--- config.mk ---
export PLATFORM = sky130hd
export DESIGN_NAME = lifo_pop_streamer
export DESIGN_NICKNAME = d
export VERILOG_FILES = /design/src/rtl/lifo_pop_streamer.sv
export SDC_FILE = /design/constraint.sdc
export NUM_CORES = 1
export LEC_CHECK = 0
export ABC_AREA = 1
export ABC_CLOCK_PERIOD_IN_PS = 2000
export CAP_MARGIN = 20
export CORE_MARGIN = 3
export CORE_UTILIZATION = 55
export DETAILED_ROUTE_END_ITERATION = 6
export DONT_BUFFER_PORTS = 1
export PLACE_DENSITY_LB_ADDON = 0.25
export SLEW_MARGIN = 30
export SYNTH_ARGS = -nofsm -noshare
export SYNTH_HDL_FRONTEND = slang
export SYNTH_SLANG_ARGS = --single-unit
--- constraint.sdc ---
create_clock -name clk -period 2 [get_ports clk]
set_clock_uncertainty 0.15 [all_clocks]
set_input_delay 0.2 -clock clk [delete_from_list [all_inputs] [get_ports clk]]
set_output_delay 0.2 -clock clk [all_outputs]
set_load 0.02 [all_outputs]
--- src/rtl/lifo_pop_streamer.sv ---
// Drain controller for sync_lifo: pops up to burst_len words on request and
// re-times them onto a valid/ready stream via a 2-entry buffer, marking the
// final beat with m_last and pulsing done once the burst has fully drained.
module lifo_pop_streamer #(
  parameter int unsigned DATA_WIDTH = 8,
  parameter int unsigned CNT_WIDTH  = 4
) (
  input  logic                  clk,
  input  logic                  rst,
  input  logic                  start,
  input  logic [CNT_WIDTH-1:0]  burst_len,
  output logic                  busy,
  output logic                  done,
  output logic [CNT_WIDTH-1:0]  popped_cnt,
  output logic                  lifo_read,
  input  logic [DATA_WIDTH-1:0] lifo_data,
  input  logic                  lifo_empty,
  output logic [DATA_WIDTH-1:0] m_data,
  output logic                  m_valid,
  output logic                  m_last,
  input  logic                  m_ready
);

  localparam logic [CNT_WIDTH-1:0] CntOne = CNT_WIDTH'(1);

  typedef enum logic [1:0] {StIdle, StPop, StDrain, StDone} state_e;

  state_e                 state_q, state_d;
  logic [CNT_WIDTH-1:0]   remaining_q, remaining_d;
  logic [CNT_WIDTH-1:0]   popped_cnt_q, popped_cnt_d;
  logic                   pending_q, pending_d;

  logic [DATA_WIDTH-1:0]  buf_data_q [2];
  logic                   buf_last_q [2];
  logic                   wr_ptr_q, rd_ptr_q;
  logic [1:0]             occ_q;

  logic                   capture;
  logic                   capture_last;
  logic                   xfer;

  // A pop issued last cycle lands on lifo_data now; empty already shows the post-pop count.
  assign capture      = pending_q;
  assign capture_last = (remaining_q == '0) | lifo_empty;
  assign xfer         = m_valid & m_ready;

  // Pop only when the buffer is guaranteed to have room for the returning word.
  assign lifo_read = (state_q == StPop) & ~lifo_empty & (remaining_q != '0) & ~pending_q &
                     (occ_q <= 2'd1);

  assign busy       = (state_q != StIdle);
  assign done       = (state_q == StDone);
  assign popped_cnt = popped_cnt_q;
  assign m_valid    = (occ_q != 2'd0);
  assign m_data     = m_valid ? buf_data_q[rd_ptr_q] : '0;
  assign m_last     = m_valid & buf_last_q[rd_ptr_q];

  // Next-state logic for the burst FSM and its counters.
  always_comb begin
    state_d      = state_q;
    remaining_d  = remaining_q;
    popped_cnt_d = popped_cnt_q;
    pending_d    = pending_q;

    if (lifo_read) begin
      pending_d    = 1'b1;
      remaining_d  = remaining_q - CntOne;
      popped_cnt_d = popped_cnt_q + CntOne;
    end
    if (capture) begin
      pending_d = 1'b0;
    end

    unique case (state_q)
      StIdle: begin
        if (start) begin
          remaining_d  = burst_len;
          popped_cnt_d = '0;
          state_d      = (burst_len == '0) ? StDone : StPop;
        end
      end
      StPop: begin
        if (capture) begin
          if (capture_last) state_d = StDrain;
        end else if (lifo_empty) begin
          // Ran dry with nothing in flight: burst ends short.
          state_d = StDrain;
        end
      end
      StDrain: begin
        if ((occ_q == 2'd0) && !pending_q) state_d = StDone;
      end
      StDone: begin
        state_d = StIdle;
      end
      default: state_d = StIdle;
    endcase
  end

  // FSM and counter registers.
  always_ff @(posedge clk) begin
    if (rst) begin
      state_q      <= StIdle;
      remaining_q  <= '0;
      popped_cnt_q <= '0;
      pending_q    <= 1'b0;
    end else begin
      state_q      <= state_d;
      remaining_q  <= remaining_d;
      popped_cnt_q <= popped_cnt_d;
      pending_q    <= pending_d;
    end
  end

  // 2-entry output FIFO of {data, last}; capture and transfer may coincide.
  always_ff @(posedge clk) begin
    if (rst) begin
      for (int i = 0; i < 2; i++) begin
        buf_data_q[i] <= '0;
        buf_last_q[i] <= 1'b0;
      end
      wr_ptr_q <= 1'b0;
      rd_ptr_q <= 1'b0;
      occ_q    <= 2'd0;
    end else begin
      if (capture) begin
        buf_data_q[wr_ptr_q] <= lifo_data;
        buf_last_q[wr_ptr_q] <= capture_last;
        wr_ptr_q             <= ~wr_ptr_q;
      end
      if (xfer) begin
        rd_ptr_q <= ~rd_ptr_q;
      end
      if (capture && !xfer) begin
        occ_q <= occ_q + 2'd1;
      end else if (!capture && xfer) begin
        occ_q <= occ_q - 2'd1;
      end
    end
  end

endmodule

==> run summary <==
TIMING
------------------------------------------------------------------------------------------
Final count of hold timing violations                                                    0
Total of endpoints with negative setup slack in the final report                         0
Sum of negative setup slack                                                           0 ns
Tightest slew margin relative to the limit                                           74.0%
Setup repair after global routing missed its margin                                  false
Fmax                                                                             0.538 GHz
Transition time of the tightest slew-check pin                                    0.389 ns
Min Clock Period, post-route                                                       1.86 ns
Share of the cycle needed by the critical path after routing                         93.0%
Count of final max-slew check failures                                                   0

DETAILED ROUTING
------------------------------------------------------------------------------------------
Final wirelength                                                                   3590 µm
Detailed-routing iteration count for the pre-antenna-repair pass                         4
Post-detailed-route wirelength per cell                                            12.9 µm
Routed vias                                                                          1,412
Drt via density                                                                       5.10
Residual DRC count                                                                       0
Post-detailed-route count of antenna-violating nets                                      0
DRC violation total after the first TritonRoute iteration                               65

LAYOUT
------------------------------------------------------------------------------------------
Antenna Diode Count                                                                      0
Final cell area excluding filler cells                                            2010 µm²
Layout area overhead                                                                 15.5%
Share of layout cells above drive strength 1                                         11.1%
Net count of the finished layout                                                       261
Number of filler instances in the final layout                                         226

WORST SETUP PATH
------------------------------------------------------------------------------------------
RR Startpoint                                                                 state_q[1]$_SDFFE_PP0P_
Type of element capturing the critical path                                   primary output
Sort of element at the start of the critical path                                 register
Required arrival time at the worst endpoint                                        1.65 ns
Worst Setup EP                                                                      m_last
R2R depth                                                                                9
CP max FO                                                                               12
Capture point of the worst reg-to-reg path                                    remaining_q[3]$_SDFF_PP0_
FF-to-FF setup slack                                                               0.29 ns
Crit. Startpoint                                                              occ_q[0]$_SDFFE_PP0P_
Arr. time, crit path                                                               1.51 ns
Critical path class                                                           register to primary output

FLOORPLAN
------------------------------------------------------------------------------------------
Row cnt                                                                                 19
Starting density of the core                                                         60.4%
Die area                                                                          3870 µm²
Placeable Area                                                                    2880 µm²
Die width                                                                          62.2 µm
Boundary pin count                                                                      34
Die Span Y                                                                         62.2 µm

PWR
------------------------------------------------------------------------------------------
Power after layout                                                               0.00240 W
Pleak                                                                             0.919 nW
Ratio of total power to cell area                                              1190 nW/µm²
Maximum vdd drop                                                                  0.624 mV

SYNTH
------------------------------------------------------------------------------------------
Multiplexer share of the synthesized area                                               0%
Async SR Flop Fraction                                                                  0%
Simple logic cell fraction of the synthesized area                                   25.1%
Largest cells by area after synthesis                                         sky130_fd_sc_hd__edfxtp_1, sky130_fd_sc_hd__dfxtp_1, sky130_fd_sc_hd__nor2_1
Sequential fraction of the synthesis area                                            49.6%
Cell with the most instances after synthesis                                  sky130_fd_sc_hd__nor2_1
Synthesized netlist net count                                                          242
Unique masters post-synth                                                               20
Mean instance size in the synthesized netlist                                     8.08 µm²
Mapped Area                                                                       1740 µm²
Instance count of the mapped netlist                                                   215
Area share of the largest cell type after synthesis                                  31.1%
Yosys reg bits                                                                          34
Number of enable-type register cells in the synthesized netlist                         18
Main combinational cell family by area after synthesis                        simple AND/OR/NAND/NOR gates
Share of synthesized cell area in full adder, half adder and majority cells          7.20%
Post-Synth XOR/XNOR Area                                                             2.02%
Cell accounting for the most synthesized area                                 sky130_fd_sc_hd__edfxtp_1
Most used standard cells in the synthesized netlist                           sky130_fd_sc_hd__nor2_1, sky130_fd_sc_hd__inv_1, sky130_fd_sc_hd__nand2_1
Dominant register cell in the synthesized netlist                             sky130_fd_sc_hd__edfxtp_1
Compound-gate portion of the synthesized area                                        7.49%
Ys Warns                                                                                 0

CLOCK NETWORK
------------------------------------------------------------------------------------------
CTS sink cnt                                                                            34
Clock latency reported for the late side of the worst-skew pair                    0.34 ns
Maximum buffer depth of the clock tree                                                   2
TritonCTS clock tree                                                                 built
Number of buffers added by the clock tree synthesis step                                 5
Clock transition at the registers of the reported paths                            0.11 ns
Post-CTS setup-driven buffer insertion count                                             0
Clk root buf                                                                  sky130_fd_sc_hd__clkbuf_4
Level count of the clock H-tree                                                          2

PLACEMENT
------------------------------------------------------------------------------------------
Number of input and output port buffers inserted                                         0
Placed cell area                                                                  1790 µm²
Half-perimeter wire length of the detailed placement result                        2540 µm
Routability-driven placement congestion ratio                                        0.777

FLOW RUN
------------------------------------------------------------------------------------------
Max-capacitance violation count                                                          0

GRT
------------------------------------------------------------------------------------------
Pin count of the biggest net entering global routing                                    13
First-pass GRT wire length                                                         6150 µm
Vias in the first global route                                                       1,470
Total gr overflow                                                                        0
Total global routing track utilization                                               19.7%
Antenna violations before repair                                                         0

OUTCOME
------------------------------------------------------------------------------------------
Result of the run                                                             finished, final reports clean

MIN PATH
------------------------------------------------------------------------------------------
Worst hold path type                                                          input pin to register

kinds of logic (layout without fill, tap and decap cells):
kind of cell	after synthesis	after routing
simple gates	102	102
buf+inv	39	59
flops	34	34
compound gates	26	26
fa+ha+maj	10	10
xor+xnor	4	4
worst max-delay path, stage by stage (launching register included):
cell and delay (ns):
sky130_fd_sc_hd__dfxtp_1 0.35, sky130_fd_sc_hd__inv_1 0.07, sky130_fd_sc_hd__ha_1 0.20, sky130_fd_sc_hd__inv_2 0.15
sky130_fd_sc_hd__o21ai_0 0.14, sky130_fd_sc_hd__nor2_2 0.26
sequential cells by signal, indices dropped and copies added (netlist names), named ones only:
signal	cells
remaining_q	4
popped_cnt	4
state_q	2
capture	1
wr_ptr_q	1
buf_last_q	2
rd_ptr_q	1
occ_q	2
buf_data_q	16
per-layer routing:
layer  share of wire, %  global-route usage, %  routed length [µm]
met5                  0                      0                   0
met4               0.92                   5.80                  33
met3                5.5                   5.23                 197
met2                 52                   37.8                1870
met1                 42                   20.9                1490
layout by cell type, fill, tap and decap left out:
master and n:
sky130_fd_sc_hd__nand2_1 30, sky130_fd_sc_hd__clkinv_2 1, sky130_fd_sc_hd__inv_1 32, sky130_fd_sc_hd__o21ai_0 16
sky130_fd_sc_hd__xnor2_1 2, sky130_fd_sc_hd__clkbuf_4 5, sky130_fd_sc_hd__ha_1 10, sky130_fd_sc_hd__dlygate4sd3_1 14
sky130_fd_sc_hd__nand3b_1 1, sky130_fd_sc_hd__nand2_2 1, sky130_fd_sc_hd__dfxtp_1 16, sky130_fd_sc_hd__nor2_4 1
sky130_fd_sc_hd__a21oi_1 10, sky130_fd_sc_hd__buf_4 2, sky130_fd_sc_hd__nand3_1 8, sky130_fd_sc_hd__clkinv_1 1
sky130_fd_sc_hd__nand3_2 3, sky130_fd_sc_hd__edfxtp_1 18, sky130_fd_sc_hd__nor2_1 45, sky130_fd_sc_hd__inv_2 2
sky130_fd_sc_hd__clkinvlp_4 2, sky130_fd_sc_hd__nor2_2 9, sky130_fd_sc_hd__nand4_1 4, sky130_fd_sc_hd__xor2_1 2
how the worst min path moves through the flow:
stage | slack, ns | from | depth (start not counted) | endpoint
6_report | 0.03 | lifo_empty | 2 | buf_last_q[1]$_SDFFCE_PN0P_
5_1_grt | 0.05 | lifo_empty | 2 | buf_last_q[1]$_SDFFCE_PN0P_
4_1_cts | 0.02 | lifo_empty | 2 | buf_last_q[1]$_SDFFCE_PN0P_
3_5_place_dp | 0.13 | rst | 1 | rd_ptr_q$_SDFFE_PP0P_
3_3_place_gp | 0.13 | rst | 1 | rd_ptr_q$_SDFFE_PP0P_
2_1_floorplan | 0.19 | burst_len[1] | 2 | remaining_q[1]$_SDFF_PP0_
metrics by stage:
stage | std cells | setup WS [ns] | utilization, % | hold slack, ns
CTS | 277 | 0.00160 | 69.6 | 0.0164
global placement | 255 | 0.295 | 62.1 | 0.126
floorplan | 215 | 0.238 | - | 0.192
global route | 277 | 0.0202 | 69.7 | 0.0491
detailed placement | 255 | 0.171 | 62.1 | 0.126
finish | 277 | 0.140 | 69.7 | 0.0293
cell type report:
cell class / instances / area [µm²] / area share [%]
Clock buffer: 5 / 37.5 / 1.87
Clock inverter: 3 / 16.3 / 0.811
Inverter: 35 / 135 / 6.74
Multi-Input combinational cell: 142 / 748 / 37.3
Sequential cell: 34 / 861 / 42.9
Tap cell: 42 / 52.6 / 2.62
Timing Repair Buffer: 16 / 155 / 7.74
power by group:
part	total (W)	switching [W]	internal [W]
Combinational	0.00107	0.000742	0.000332
Sequential	0.000950	0.000102	0.000848
Clock	0.000371	0.000241	0.000131
Total	0.00240	0.00109	0.00131
what timing repair did:
| item | 4_1_cts | 5_1_grt |
|---|---|---|
| endpoints found under the setup margin | 9 | 9 |
| gates resized for setup | 9 | 2 |
| hold buffers | 14 | 0 |
| hold endpoints to repair | 32 | 0 |
No activity file was read; power rests on OpenSTA's default activity.
